===== config.mk =====
export PLATFORM = sky130hd
export DESIGN_NAME = entity_tile_renderer
export DESIGN_NICKNAME = d
export VERILOG_FILES = /design/src/rtl/entity_tile_renderer.sv
export SDC_FILE = /design/constraint.sdc
export NUM_CORES = 1
export LEC_CHECK = 0
export CORE_ASPECT_RATIO = 1.1
export CORE_UTILIZATION = 35
export DETAILED_ROUTE_END_ITERATION = 6
export SLEW_MARGIN = 25
export SYNTH_ARGS = -nofsm -noshare
export SYNTH_HDL_FRONTEND = slang
export SYNTH_SLANG_ARGS = --single-unit

===== constraint.sdc =====
create_clock -name clk -period 25.5 [get_ports clk]
set_input_delay 6.375 -clock clk [delete_from_list [all_inputs] [get_ports clk]]
set_output_delay 6.375 -clock clk [all_outputs]
set_load 0.02 [all_outputs]

===== src/rtl/entity_tile_renderer.sv =====
// Tile-grid entity renderer: shadow/active tables, two-stage pixel pipeline.
// Define ENTITY_TILE_COLLISION_EN to build the per-frame collision detector.
module entity_tile_renderer #(
    parameter int                 NUM_ENT    = 9,
    parameter int                 TILE_SHIFT = 4,
    parameter logic [NUM_ENT-1:0] FLIP_MASK  = '0
) (
    input  logic                  clk,
    input  logic                  reset,
    input  logic                  wr_valid,
    output logic                  wr_ready,
    input  logic [3:0]            wr_idx,
    input  logic [13:0]           wr_data,
    input  logic [9:0]            counter_H,
    input  logic [9:0]            counter_V,
    output logic                  pix_hit,
    output logic [3:0]            pix_id,
    output logic [3:0]            pix_ch,
    output logic [TILE_SHIFT-1:0] pix_row,
    output logic [TILE_SHIFT-1:0] pix_col,
    output logic                  collision
);

    localparam logic [13:0] ENT_OFF = 14'h3C00;

    logic [13:0] r_shadow [NUM_ENT];
    logic [13:0] r_active [NUM_ENT];
    logic        r_rel;
    logic        w_fs;
    logic        w_wr;

    assign w_fs     = (counter_H == 10'd0) && (counter_V == 10'd0);
    assign wr_ready = reset && r_rel && !w_fs;
    assign w_wr     = wr_valid && wr_ready;

    always_ff @(posedge clk) begin
        if (!reset) begin
            r_rel <= 1'b0;
        end else begin
            r_rel <= 1'b1;
        end
    end

    // Out-of-range indices match no channel, so such writes are dropped.
    always_ff @(posedge clk) begin
        if (!reset) begin
            for (int i = 0; i < NUM_ENT; i++) begin
                r_shadow[i] <= ENT_OFF;
                r_active[i] <= ENT_OFF;
            end
        end else begin
            for (int i = 0; i < NUM_ENT; i++) begin
                if (w_wr && (wr_idx == 4'(i))) begin
                    r_shadow[i] <= wr_data;
                end
                if (w_fs) begin
                    r_active[i] <= r_shadow[i];
                end
            end
        end
    end

    logic        r_val1;
    logic [9:0]  r_h1;
    logic [9:0]  r_v1;

    always_ff @(posedge clk) begin
        if (!reset) begin
            r_val1 <= 1'b0;
            r_h1   <= 10'd0;
            r_v1   <= 10'd0;
        end else begin
            r_val1 <= 1'b1;
            r_h1   <= counter_H;
            r_v1   <= counter_V;
        end
    end

    // Stage 2 reads r_active after a frame-start load, so pixel (0,0) sees the new frame.
    logic       w_inr;
    logic [3:0] w_trow;
    logic [3:0] w_tcol;

    assign w_inr  = ((r_v1 >> (TILE_SHIFT + 4)) == 10'd0) &&
                    ((r_h1 >> (TILE_SHIFT + 4)) == 10'd0);
    assign w_trow = 4'(r_v1 >> TILE_SHIFT);
    assign w_tcol = 4'(r_h1 >> TILE_SHIFT);

    logic        w_hit;
    logic [3:0]  w_ch;
    logic [13:0] w_ent;
    logic        w_flip;

    always_comb begin
        w_hit  = 1'b0;
        w_ch   = 4'd0;
        w_ent  = ENT_OFF;
        w_flip = 1'b0;
        for (int i = NUM_ENT - 1; i >= 0; i--) begin
            if (r_val1 && w_inr &&
                (r_active[i][13:10] != 4'hF) &&
                (r_active[i][7:4] == w_trow) &&
                (r_active[i][3:0] == w_tcol)) begin
                w_hit  = 1'b1;
                w_ch   = 4'(i);
                w_ent  = r_active[i];
                w_flip = FLIP_MASK[i];
            end
        end
    end

    logic [TILE_SHIFT-1:0] w_r;
    logic [TILE_SHIFT-1:0] w_c;
    logic [TILE_SHIFT-1:0] w_row;
    logic [TILE_SHIFT-1:0] w_col;

    assign w_r = r_v1[TILE_SHIFT-1:0];
    assign w_c = r_h1[TILE_SHIFT-1:0];

    // Bitwise inversion of an in-tile coordinate is S-1-x.
    always_comb begin
        w_row = w_r;
        w_col = w_c;
        unique case (w_ent[9:8])
            2'b00: begin
                w_row = w_r;
                w_col = w_c;
            end
            2'b01: begin
                w_row = w_c;
                w_col = ~w_r;
            end
            2'b10: begin
                w_row = ~w_r;
                w_col = ~w_c;
            end
            2'b11: begin
                w_row = ~w_c;
                w_col = w_r;
            end
        endcase
        if (w_flip) begin
            w_col = ~w_col;
        end
    end

    logic                  r_hit;
    logic [3:0]            r_id;
    logic [3:0]            r_ch;
    logic [TILE_SHIFT-1:0] r_row;
    logic [TILE_SHIFT-1:0] r_col;

    always_ff @(posedge clk) begin
        if (!reset) begin
            r_hit <= 1'b0;
            r_id  <= 4'hF;
            r_ch  <= 4'd0;
            r_row <= '0;
            r_col <= '0;
        end else begin
            r_hit <= w_hit;
            r_id  <= w_ent[13:10];
            r_ch  <= w_ch;
            r_row <= w_hit ? w_row : '0;
            r_col <= w_hit ? w_col : '0;
        end
    end

    assign pix_hit = r_hit;
    assign pix_id  = r_id;
    assign pix_ch  = r_ch;
    assign pix_row = r_row;
    assign pix_col = r_col;

`ifdef ENTITY_TILE_COLLISION_EN
    logic w_coll;
    logic r_coll;

    always_comb begin
        w_coll = 1'b0;
        for (int i = 0; i < NUM_ENT; i++) begin
            for (int j = i + 1; j < NUM_ENT; j++) begin
                if ((r_shadow[i][13:10] != 4'hF) &&
                    (r_shadow[j][13:10] != 4'hF) &&
                    (r_shadow[i][7:0] == r_shadow[j][7:0])) begin
                    w_coll = 1'b1;
                end
            end
        end
    end

    always_ff @(posedge clk) begin
        if (!reset) begin
            r_coll <= 1'b0;
        end else if (w_fs) begin
            r_coll <= w_coll;
        end
    end

    assign collision = r_coll;
`else
    assign collision = 1'b0;
`endif

endmodule


# Yosys cells after proc, flatten, opt, wreduce, memory -nomap -nowiden
# Memory sizes are Yosys's and may differ from the RTL's.
# Cells that the tools add are included.
# W data, S select, Z words.
totals:
  mem_count: 2
  wordCells: 204
  out_inout_bits: 19
  rom_bits: 0
  ramBits: 252
  latch_bits: 0
  register_bits: 38
mem_list:
  columns: ["memory", "words", "width", "rd", "rd_ports_with_merged_regs", "wr", "line_no", "text"]
  rows:
  - ["r_active", 9, 14, 9, 0, 9, "27", "logic [13:0] r_active [NUM_ENT];"]
  - ["r_shadow", 9, 14, 9, 0, 9, "26", "logic [13:0] r_shadow [NUM_ENT];"]
op_classes:
  magnitude_cmp: 0
  reduce_logical: 54
  n_mux: 78
  shift: 0
  add_sub_neg: 0
  n_eq_ne: 38
  mul: 0
  bitwise: 21
  n_div: 0
op_table:
  columns: ["op", "n"]
  rows:
  - ["$mux W14", 27]
  - ["$eq A4 B4 Y1", 18]
  - ["$logic_and A1 B1 Y1", 42]
  - ["$mux W1", 42]
  - ["$logic_not A10 Y1", 4]
  - ["$ne A4 B4 Y1 const B", 9]
  - ["$pmux W4 S4", 2]
  - ["$or A1 B1 Y1", 18]
  - ["$eq A4 B3 Y1 const B", 4]
  - ["$mux W3", 4]
  - ["$reduce_or A9 Y1", 1]
  - ["$eq A4 B2 Y1 const B", 2]
  - ["$not A4 Y4", 2]
  - ["$reduce_or A5 Y1", 1]
  - ["$eq A2 B2 Y1 const B", 2]
  - ["$eq A4 B1 Y1 const B", 1]
  - ["$eq A4 B4 Y1 const B", 1]
  - ["$logic_not A4 Y1", 1]
  - ["$mux W2", 2]
  - ["$mux W4", 1]
  - ["$reduce_or A3 Y1", 1]
  - ["$eq A2 B1 Y1 const B", 1]
  - ["$logic_not A2 Y1", 1]
  - ["$reduce_and A2 Y1", 1]
  - ["3 further kinds", 3]

# Logic depth before layout (Yosys ltp)
# Gate-level depths: netlist of run 1.
depth:
  depth_word: 17
  depth_mapped: 11
  depth_no_buf: 9

# Least setup slack after synthesis of run 1
# Ideal clock, no wire load.
synth_path:
  kind: "input to output"
  from: "input counter_H[6]"
  to: "output wr_ready"
  arrival_time_ns: 17.338
  stages: 4
  t_required_ns: 19.125
  slack_ns: 1.787
  cell_sequence: "nor4_1 -> nand3_1 -> o21ai_0 -> nor2_1"
synth_via:
  elab_chain_cells: 4
synth_lines:
  columns: ["item", "line_no", "text"]
  rows:
  - ["from (decl)", "14", "input logic [9:0] counter_H,"]
  - ["$logic_not A10 Y1", "32", "assign w_fs = (counter_H == 10'd0) && (counter_V == 10'd0);"]
  - ["$logic_and A1 B1 Y1", "32", null]
  - ["$logic_not A1 Y1", "33", "assign wr_ready = reset && r_rel && !w_fs;"]
  - ["$logic_and A1 B1 Y1", "33", null]
  - ["to (decl)", "11", "output logic wr_ready,"]
# No other way between the ends.

# Final worst setup path of run 1
layout_path:
  from: "input counter_V[3]"
  to: "output wr_ready"
layout_via:
  elab_chain_cells: 4
layout_lines:
  columns: ["item", "line_no", "text"]
  rows:
  - ["from (decl)", "15", "input logic [9:0] counter_V,"]
  - ["$logic_not A10 Y1", "32", null]
  - ["$logic_and A1 B1 Y1", "32", null]
  - ["$logic_not A1 Y1", "33", null]
  - ["$logic_and A1 B1 Y1", "33", null]
# No other way between the ends.

==> results of run 1 <==
## flip-flops by register name, summed over array words and instances, names as in the netlist
register / cells
pix_row: 4
pix_col: 4
r_val1: 1
pix_ch: 4
r_shadow: 126
pix_id: 4
pix_hit: 1
r_v1: 10
r_h1: 10
r_active: 126
## layer usage
metal  share of wire [%]  wire, um  GRT usage, %  vias up
met2                  51     12200          26.4      128
met5                   0         0             0        -
met3                 4.3      1010          2.26       41
met4                 2.0       467          3.95        0
li1                    -         -             -     2888
met1                  43     10100          17.9     2803
## path summary, 6_finish.rpt
kind,cells after the start,end,start
max,7,wr_ready,counter_V[3]
min,1,r_active[0][26],r_shadow[0][26]
max reg2reg,9,pix_row[0],r_h1[4]
min reg2reg,1,r_active[0][26],r_shadow[0][26]
## power by group
group / switching (mW) / internal [mW]
Sequential: 0.00848 / 0.530
Clock: 0.174 / 0.243
Combinational: 0.0222 / 0.0170
Total: 0.205 / 0.791
## critical path, stage by stage
cell,delay [ns]
clkdlybuf4s50_1,0.43
nor4_1,0.35
nand3_1,0.23
o21ai_4,0.19
buf_4,0.59
nor2_1,0.21
clkdlybuf4s50_1,0.60
## area by class of cell
cell class	count	area, um^2
Clock buffer	41	853
Clock inverter	15	103
Fill cell	2884	18700
Inverter	22	82.6
Multi-Input combinational cell	424	2890
Sequential cell	290	8330
Tap cell	426	533
Timing Repair Buffer	71	682
## stage by stage
stage / utilization (%) / cells / total power, mW
final: 41.8 / 1289 / 0.995
after global routing: 41.8 / 1289 / 1.03
after CTS: 41.8 / 1289 / 1.00
after detailed placement: 38.9 / 1233 / 0.589
after global placement: 38.9 / 1233 / 0.588
after floorplan: - / 770 / 0.571
## kinds of logic (layout without fill, tap and decap cells)
| kind of cell | Yosys count | after routing | share of synthesized area, % |
|---|---|---|---|
| xor+xnor | 80 | 80 | 6.12 |
| buf+inv | 56 | 149 | 2.17 |
| simple gates | 259 | 259 | 13.5 |
| other cells | 1 | 1 | 0.0328 |
| flops | 290 | 290 | 72.8 |
| compound gates | 68 | 68 | 3.98 |
| mux | 16 | 16 | 1.40 |
## placed cells by master (no fill, tap or decap), drive strengths merged, types with 2 or more instances in the layout
master         count
a41oi              3
clkbuf            41
a211oi             5
o21a              10
nand2b            41
nand3              8
xnor2             52
inv               23
nand2             19
o31ai              3
a21oi             11
dfxtp             38
nand4             16
and2             121
or3                4
edfxtp           252
o211ai             4
buf               13
nor3               7
mux2i             16
or4                6
clkdlybuf4s50     58
clkinv            12
nor4              11
nor3b              2
xor2              28
o21ai             28
nor2              22
==> qor.yml, run 1 <==
grt_overflow: 0
first_pass_iters: 5
synth_cell_type_count: 40
worstPathMaxFanout: 55
cts_root_buffer: "clkbuf_16"
yosysWarnings: 0
cts_buffer_depth: 3
grt_pass1_wl_um: 35800
place_area_um2: 12500
yosysMostFrequentCell: "edfxtp_1"
num_antenna_cells: 0
setup_violations: 0
drc: 0
critPathLaunchType: "input port"
drt_iter0_markers: 469
max-vdd-ir-drop_v: 0.0000518
avgSynthCellArea_um2: 14.9
worstMarginPinSlew_ns: 0.945
fin_tns_setup_ns: 0
finalCriticalPeriod_ns: 15.37
slew_violations: 0
grt_antenna_before_repair: 0
synth_seq_area_share_pct: 72.8
syn2layout_area_growth_pct: 17.8
ys_async_sr_fraction_pct: 0
num_io_pins: 60
synthCells: 770
dp_slack_ns: 10.14
crit_arrival_ns: 9.00
drive_gt1_share_pct: 8.11
nets: 880
grt_max_degree: 127
worst-setup-path-type: "in2out"
end_kind: "output pin"
cts_made_buffers: 30
ctsResizeCount: 0
path_clk_slew_ns: 0.05
die_h_um: 192
vias_per_cell: 4.55
grt_use_total_pct: 14.5
worst_hold_slack_ns: 0.494
status: "complete, no violations"
yosys.area.top_type: "edfxtp_1"
portBuffers: 58
clock_latency_ns: 0.55
grt_pass1_vias: 5780
final_hold_viol_count: 0
fin_crit_sh_pct: 60.3
die_width_um: 174
dieArea_um2: 33400
relSlewSlack_pct: 37.0
num_vias: 5860
ff2ff_setup_slack_ns: 21.68
num_rows: 69
synthDominantCellAreaShare_pct: 66.1
hpwlAfterDp_um: 15200
clock_skew_ns: 0.0104
finalInstanceArea_um2: 13500
coreArea_um2: 32200
ys.flop_type: "edfxtp_1"
ys_ff_latch: 290
post_cts_buffers: 0
rsz0062_at_grt: "no"
postRouteWirelength_um: 23800
postRouteAntennaNets: 0
syn_nets: 811
fin_ws_ns: 10.13
maxCapViolCount: 0
synth_edf_count: 252
holdCritPathClass: "reg2reg"
cellLeakagePower_nw: 4.72
ctsHoldBuffers: 0
worstPathRequired_ns: 19.12
htreeDepth: 1
fmax_ghz: 0.0651
start_util_pct: 35.5
routedWlPerCell_um: 18.4
synth_area_um2: 11400
gp_congestion: 0.779
power_density_nw_per_um2: 73.9
synth_top_cells_by_count: "edfxtp_1 (252), and2_1 (121), xnor2_1 (52), nand2b_1 (41), dfxtp_1 (38)"
synth.area.top_cells: "edfxtp_1 (66%), dfxtp_1 (6.6%), and2_1 (6.6%)"
tritoncts: "yes"
cts.sinks: 290
Power figures use the tool's default switching activity.
==> inputs of run 2 (changes only) <==
clock period = 14.4 ns   (was 25.5 ns; I/O delays follow)
==> run 2 against run 1 <==
  * Design area about the same
  * Routed wire length down 4.0%
  * Largest cell class unchanged
  * Critical endpoint unchanged
  * Worst setup slack got worse by 5.5 ns
  * Critical path type unchanged
  * Core utilization about the same
  * Hold slack worse by 0.0020 ns
  * First-iteration DRC count is 29% lower
  * Clock-buffer cell count shrank 4
  * Clock skew increased by 0.00094 ns
  * Sequential share of layout area is essentially flat
  * Combinational power grew 77%
  * Die area stayed put
  * Highest routed layer unchanged
  * Power grew 78%
==> qor.yml, run 2 (synthesis gave the netlist of run 1 again) <==
nets: 881
finalInstanceArea_um2: 13500
cellLeakagePower_nw: 4.71
grt_pass1_wl_um: 35000
ctsHoldBuffers: 0
postRouteWirelength_um: 22800
final_hold_viol_count: 0
grt_antenna_before_repair: 0
finalCriticalPeriod_ns: 9.79
path_clk_slew_ns: 0.06
dieArea_um2: 33400
tritoncts: "yes"
reg.largest.list: "r_active x126, r_shadow x126"
worst-setup-path-type: "in2out"
routedWlPerCell_um: 17.7
coreArea_um2: 32200
critPathLaunchType: "input port"
cts_buffer_depth: 3
worstMarginPinSlew_ns: 0.955
num_rows: 69
syn2layout_area_growth_pct: 17.8
num_vias: 5917
post_cts_buffers: 0
grt_max_degree: 92
cts.sinks: 290
rsz0062_at_grt: "no"
relSlewSlack_pct: 36.4
gp_congestion: 0.753
worstPathMaxFanout: 55
worst_hold_slack_ns: 0.492
worstPathRequired_ns: 10.80
portBuffers: 58
drive_gt1_share_pct: 7.89
start_util_pct: 35.5
drc: 0
crit_arrival_ns: 6.19
vias_per_cell: 4.59
htreeDepth: 1
slew_violations: 0
die_h_um: 192
end_kind: "output pin"
num_antenna_cells: 0
status: "complete, no violations"
holdCritPathClass: "reg2reg"
postRouteAntennaNets: 0
num_io_pins: 60
power_density_nw_per_um2: 132
most-common-layout-cells: "edfxtp_1 (252), and2_1 (121), clkdlybuf4s50_1 (58)"
fin_tns_setup_ns: 0
grt_overflow: 0
first_pass_iters: 4
drt_iter0_markers: 332
clock_latency_ns: 0.55
reg2regPathDepth: 9
cts_made_buffers: 30
cts_root_buffer: "clkbuf_16"
die_width_um: 174
setup_violations: 0
fmax_ghz: 0.102
max-vdd-ir-drop_v: 0.0000839
hpwlAfterDp_um: 14800
clock_skew_ns: 0.0113
maxCapViolCount: 0
grt_pass1_vias: 6032
ctsResizeCount: 0
final_core_util_pct: 41.9
grt_use_total_pct: 13.9
place_area_um2: 12500
fin_crit_sh_pct: 68.0
final_common_cell: "edfxtp_1"
whs_path_depth: 1
-- run 2: cell types whose count changed in the layout (fill, tap and decap cells not counted) --
cell,delta
buf_4,+2
buf_6,-1
bufinv_16,+2
clkbuf_8,-4
clkinv_1,+1
clkinv_2,-3
clkinvlp_2,+1
clkinvlp_4,+2
inv_8,-1
-- run 2: where the power goes --
part	switching [mW]	leakage, nW	internal [mW]	total, mW
clock network	0.306	0.457	0.444	0.750
logic	0.0393	1.49	0.0300	0.0693
registers	0.0145	2.76	0.939	0.954
total	0.360	4.71	1.41	1.77
-- run 2: metrics by stage --
| stage | setup WS [ns] | cells | power, mW |
|---|---|---|---|
| finish | 4.61 | 1288 | 1.77 |
| global route | 4.31 | 1288 | 1.83 |
| CTS | 4.60 | 1288 | 1.79 |
| detailed placement | 4.62 | 1234 | 1.04 |
| global placement | 4.64 | 1234 | 1.04 |
| floorplan | 0.0521 | 770 | 1.01 |
-- run 2: area by class of cell --
cell class,count,area [um^2]
fillers,2895,18700
flip-flops and latches,290,8330
multi-input cells,424,2890
clock buffers,37,798
repair buffers,72,686
well taps,426,533
clock inverters,17,160
inverters,22,82.6
-- run 2: path summary, 6_finish.rpt --
check	startpoint	to	slack, ns
setup / recovery	counter_H[6]	wr_ready	4.61
hold / removal	r_shadow[0][11]	r_active[0][11]	0.49
setup reg to reg	r_v1[4]	pix_row[0]	10.55
hold reg to reg	r_shadow[0][11]	r_active[0][11]	0.49
-- run 2: metal layers --
layer	GRT usage (%)	share of wire, %	up-vias
met3	2.14	5.0	42
met2	24.2	49	143
li1	-	-	2881
met5	0	0	-
met4	4.79	2.7	0
met1	17.8	43	2851
-- run 2: worst max-delay path, stage by stage --
cell and delay [ns]:
clkdlybuf4s50_1 0.42, nor4_1 0.32, nand3_1 0.22, o21ai_4 0.18
buf_4 0.60, nor2_1 0.22, clkdlybuf4s50_1 0.60
==> inputs of run 3 (changes only) <==
clock period = 8.2 ns   (was 14.4 ns; I/O delays follow)
==> run 3 against run 2 <==
  * Combinational power up 85%
  * First-iteration DRC count up 3.0%
  * Critical path depth down 2
  * Sequential share of layout area up 0.25 points
  * Power up 73%
  * Routed wire length up 3.8%
  * Die area unchanged
  * Global-route usage up 0.40 points
  * Clock-buffer cell count down 1
  * Hold slack better by 0.0023 ns
==> qor.yml, run 3 (synthesis gave the netlist of run 1 again) <==
clock_skew_ns: 0.0231
maxCapViolCount: 0
holdCritPathClass: "reg2reg"
finalCriticalPeriod_ns: 6.11
setup_violations: 0
fin_tns_setup_ns: 0
gp_congestion: 0.721
postRouteAntennaNets: 0
cts_made_buffers: 28
die_width_um: 174
final_core_util_pct: 41.7
finalInstanceArea_um2: 13400
post_cts_buffers: 0
coreArea_um2: 32200
die_h_um: 192
rsz0062_at_grt: "no"
worstPathRequired_ns: 6.15
fmax_ghz: 0.164
ctsResizeCount: 0
postRouteWirelength_um: 23700
crit_arrival_ns: 4.06
dieArea_um2: 33400
cp.depth: 5
max-vdd-ir-drop_v: 0.000130
routedWlPerCell_um: 18.5
crit_family: "buffers and inverters"
crit_path_cell_trace: "clkdlybuf4s50_1 > buf_4 > o21ai_4 > nor2_1 > clkdlybuf4s50_1"
num_vias: 5819
cellLeakagePower_nw: 4.69
dp_slack_ns: 2.10
nets: 879
grt_pass1_vias: 5869
cts_root_buffer: "clkbuf_16"
fin_crit_sh_pct: 74.5
crit_path_max_incr_delay_ns: 0.70
htreeDepth: 1
final_hold_viol_count: 0
critPathLaunchType: "input port"
first_pass_iters: 4
whs_path_depth: 1
grt_pass1_wl_um: 35400
slew_violations: 0
worstMarginPinSlew_ns: 0.947
grt_max_degree: 127
portBuffers: 58
num_antenna_cells: 0
clock_latency_ns: 0.55
crit_top_cell: "clkdlybuf4s50_1"
drt_iter0_markers: 342
fin_ws_ns: 2.09
most-common-layout-cells: "edfxtp_1 (252), and2_1 (121), clkdlybuf4s50_1 (58)"
worst-setup-path-type: "in2out"
power_density_nw_per_um2: 228
num_io_pins: 60
worstPathMaxFanout: 39
vias_per_cell: 4.54
worst_path_max_delay_cell: "clkdlybuf4s50_1"
reg2regPathDepth: 9
path_clk_slew_ns: 0.07
start_util_pct: 35.5
reg.largest.list: "r_active x126, r_shadow x126"
grt_overflow: 0
grt_antenna_before_repair: 0
relSlewSlack_pct: 36.5
place_area_um2: 12500
end_kind: "output pin"
cts_buffer_depth: 3
num_rows: 69
hpwlAfterDp_um: 15400
status: "complete, no violations"
cts.sinks: 290
grt_use_total_pct: 14.3
final_common_cell: "edfxtp_1"
cp_num_buf_inv: 3
drive_gt1_share_pct: 7.47
ctsHoldBuffers: 0
drc: 0
syn2layout_area_growth_pct: 17.3
tritoncts: "yes"
[run 3: changes by cell type in the layout (fill, tap and decap cells not counted), sizes merged]
cell,before,now
clkbuf,37,36
clkinvlp,4,0
[run 3: routing by layer]
metal / global-route usage, % / vias up / wire length, um
met5: 0 / - / 0
met4: 5.63 / 0 / 769
met3: 1.88 / 46 / 1370
met2: 26.8 / 130 / 12300
met1: 16.6 / 2769 / 9220
li1: - / 2874 / -
[run 3: power breakdown]
part / internal [mW] / switching, mW
Sequential: 1.65 / 0.0231
Combinational: 0.0533 / 0.0743
Clock: 0.736 / 0.525
[run 3: path summary, 6_finish.rpt]
check / startpoint / to / slack [ns]
worst min-delay path: r_shadow[0][27] / r_active[0][27] / 0.49
worst max register to register: r_h1[4] / pix_row[0] / 3.96
worst max-delay path: reset / wr_ready / 2.09
worst min register to register: r_shadow[0][27] / r_active[0][27] / 0.49
[run 3: cell type report]
| type | count | area [um^2] |
|---|---|---|
| fill | 2923 | 18800 |
| multi-input combinational | 424 | 2900 |
| clock inverter | 13 | 139 |
| sequential | 290 | 8330 |
| timing repair buffer | 72 | 689 |
| inverter | 22 | 82.6 |
| tap | 426 | 533 |
| clock buffer | 36 | 752 |
[run 3: metrics by stage]
| stage | total power, mW | instances | hold slack (ns) |
|---|---|---|---|
| 6_report | 3.06 | 1283 | 0.494 |
| 5_1_grt | 3.15 | 1283 | 0.506 |
| 4_1_cts | 3.09 | 1283 | 0.499 |
| 3_5_place_dp | 1.83 | 1234 | 0.483 |
| 3_3_place_gp | 1.83 | 1234 | 0.480 |
| 2_1_floorplan | 1.77 | 770 | 0.477 |
[run 3: worst register-to-register path, cell delays in order, from the launching register on]
cell     delay [ns]
dfxtp_1        0.74
xor2_1         0.15
nor4_1         0.79
nand4_1        0.72
nor3b_1        0.37
o221a_2        0.29
o32ai_4        0.57
mux2i_1        0.29
xor2_1         0.16
nor2_1         0.05
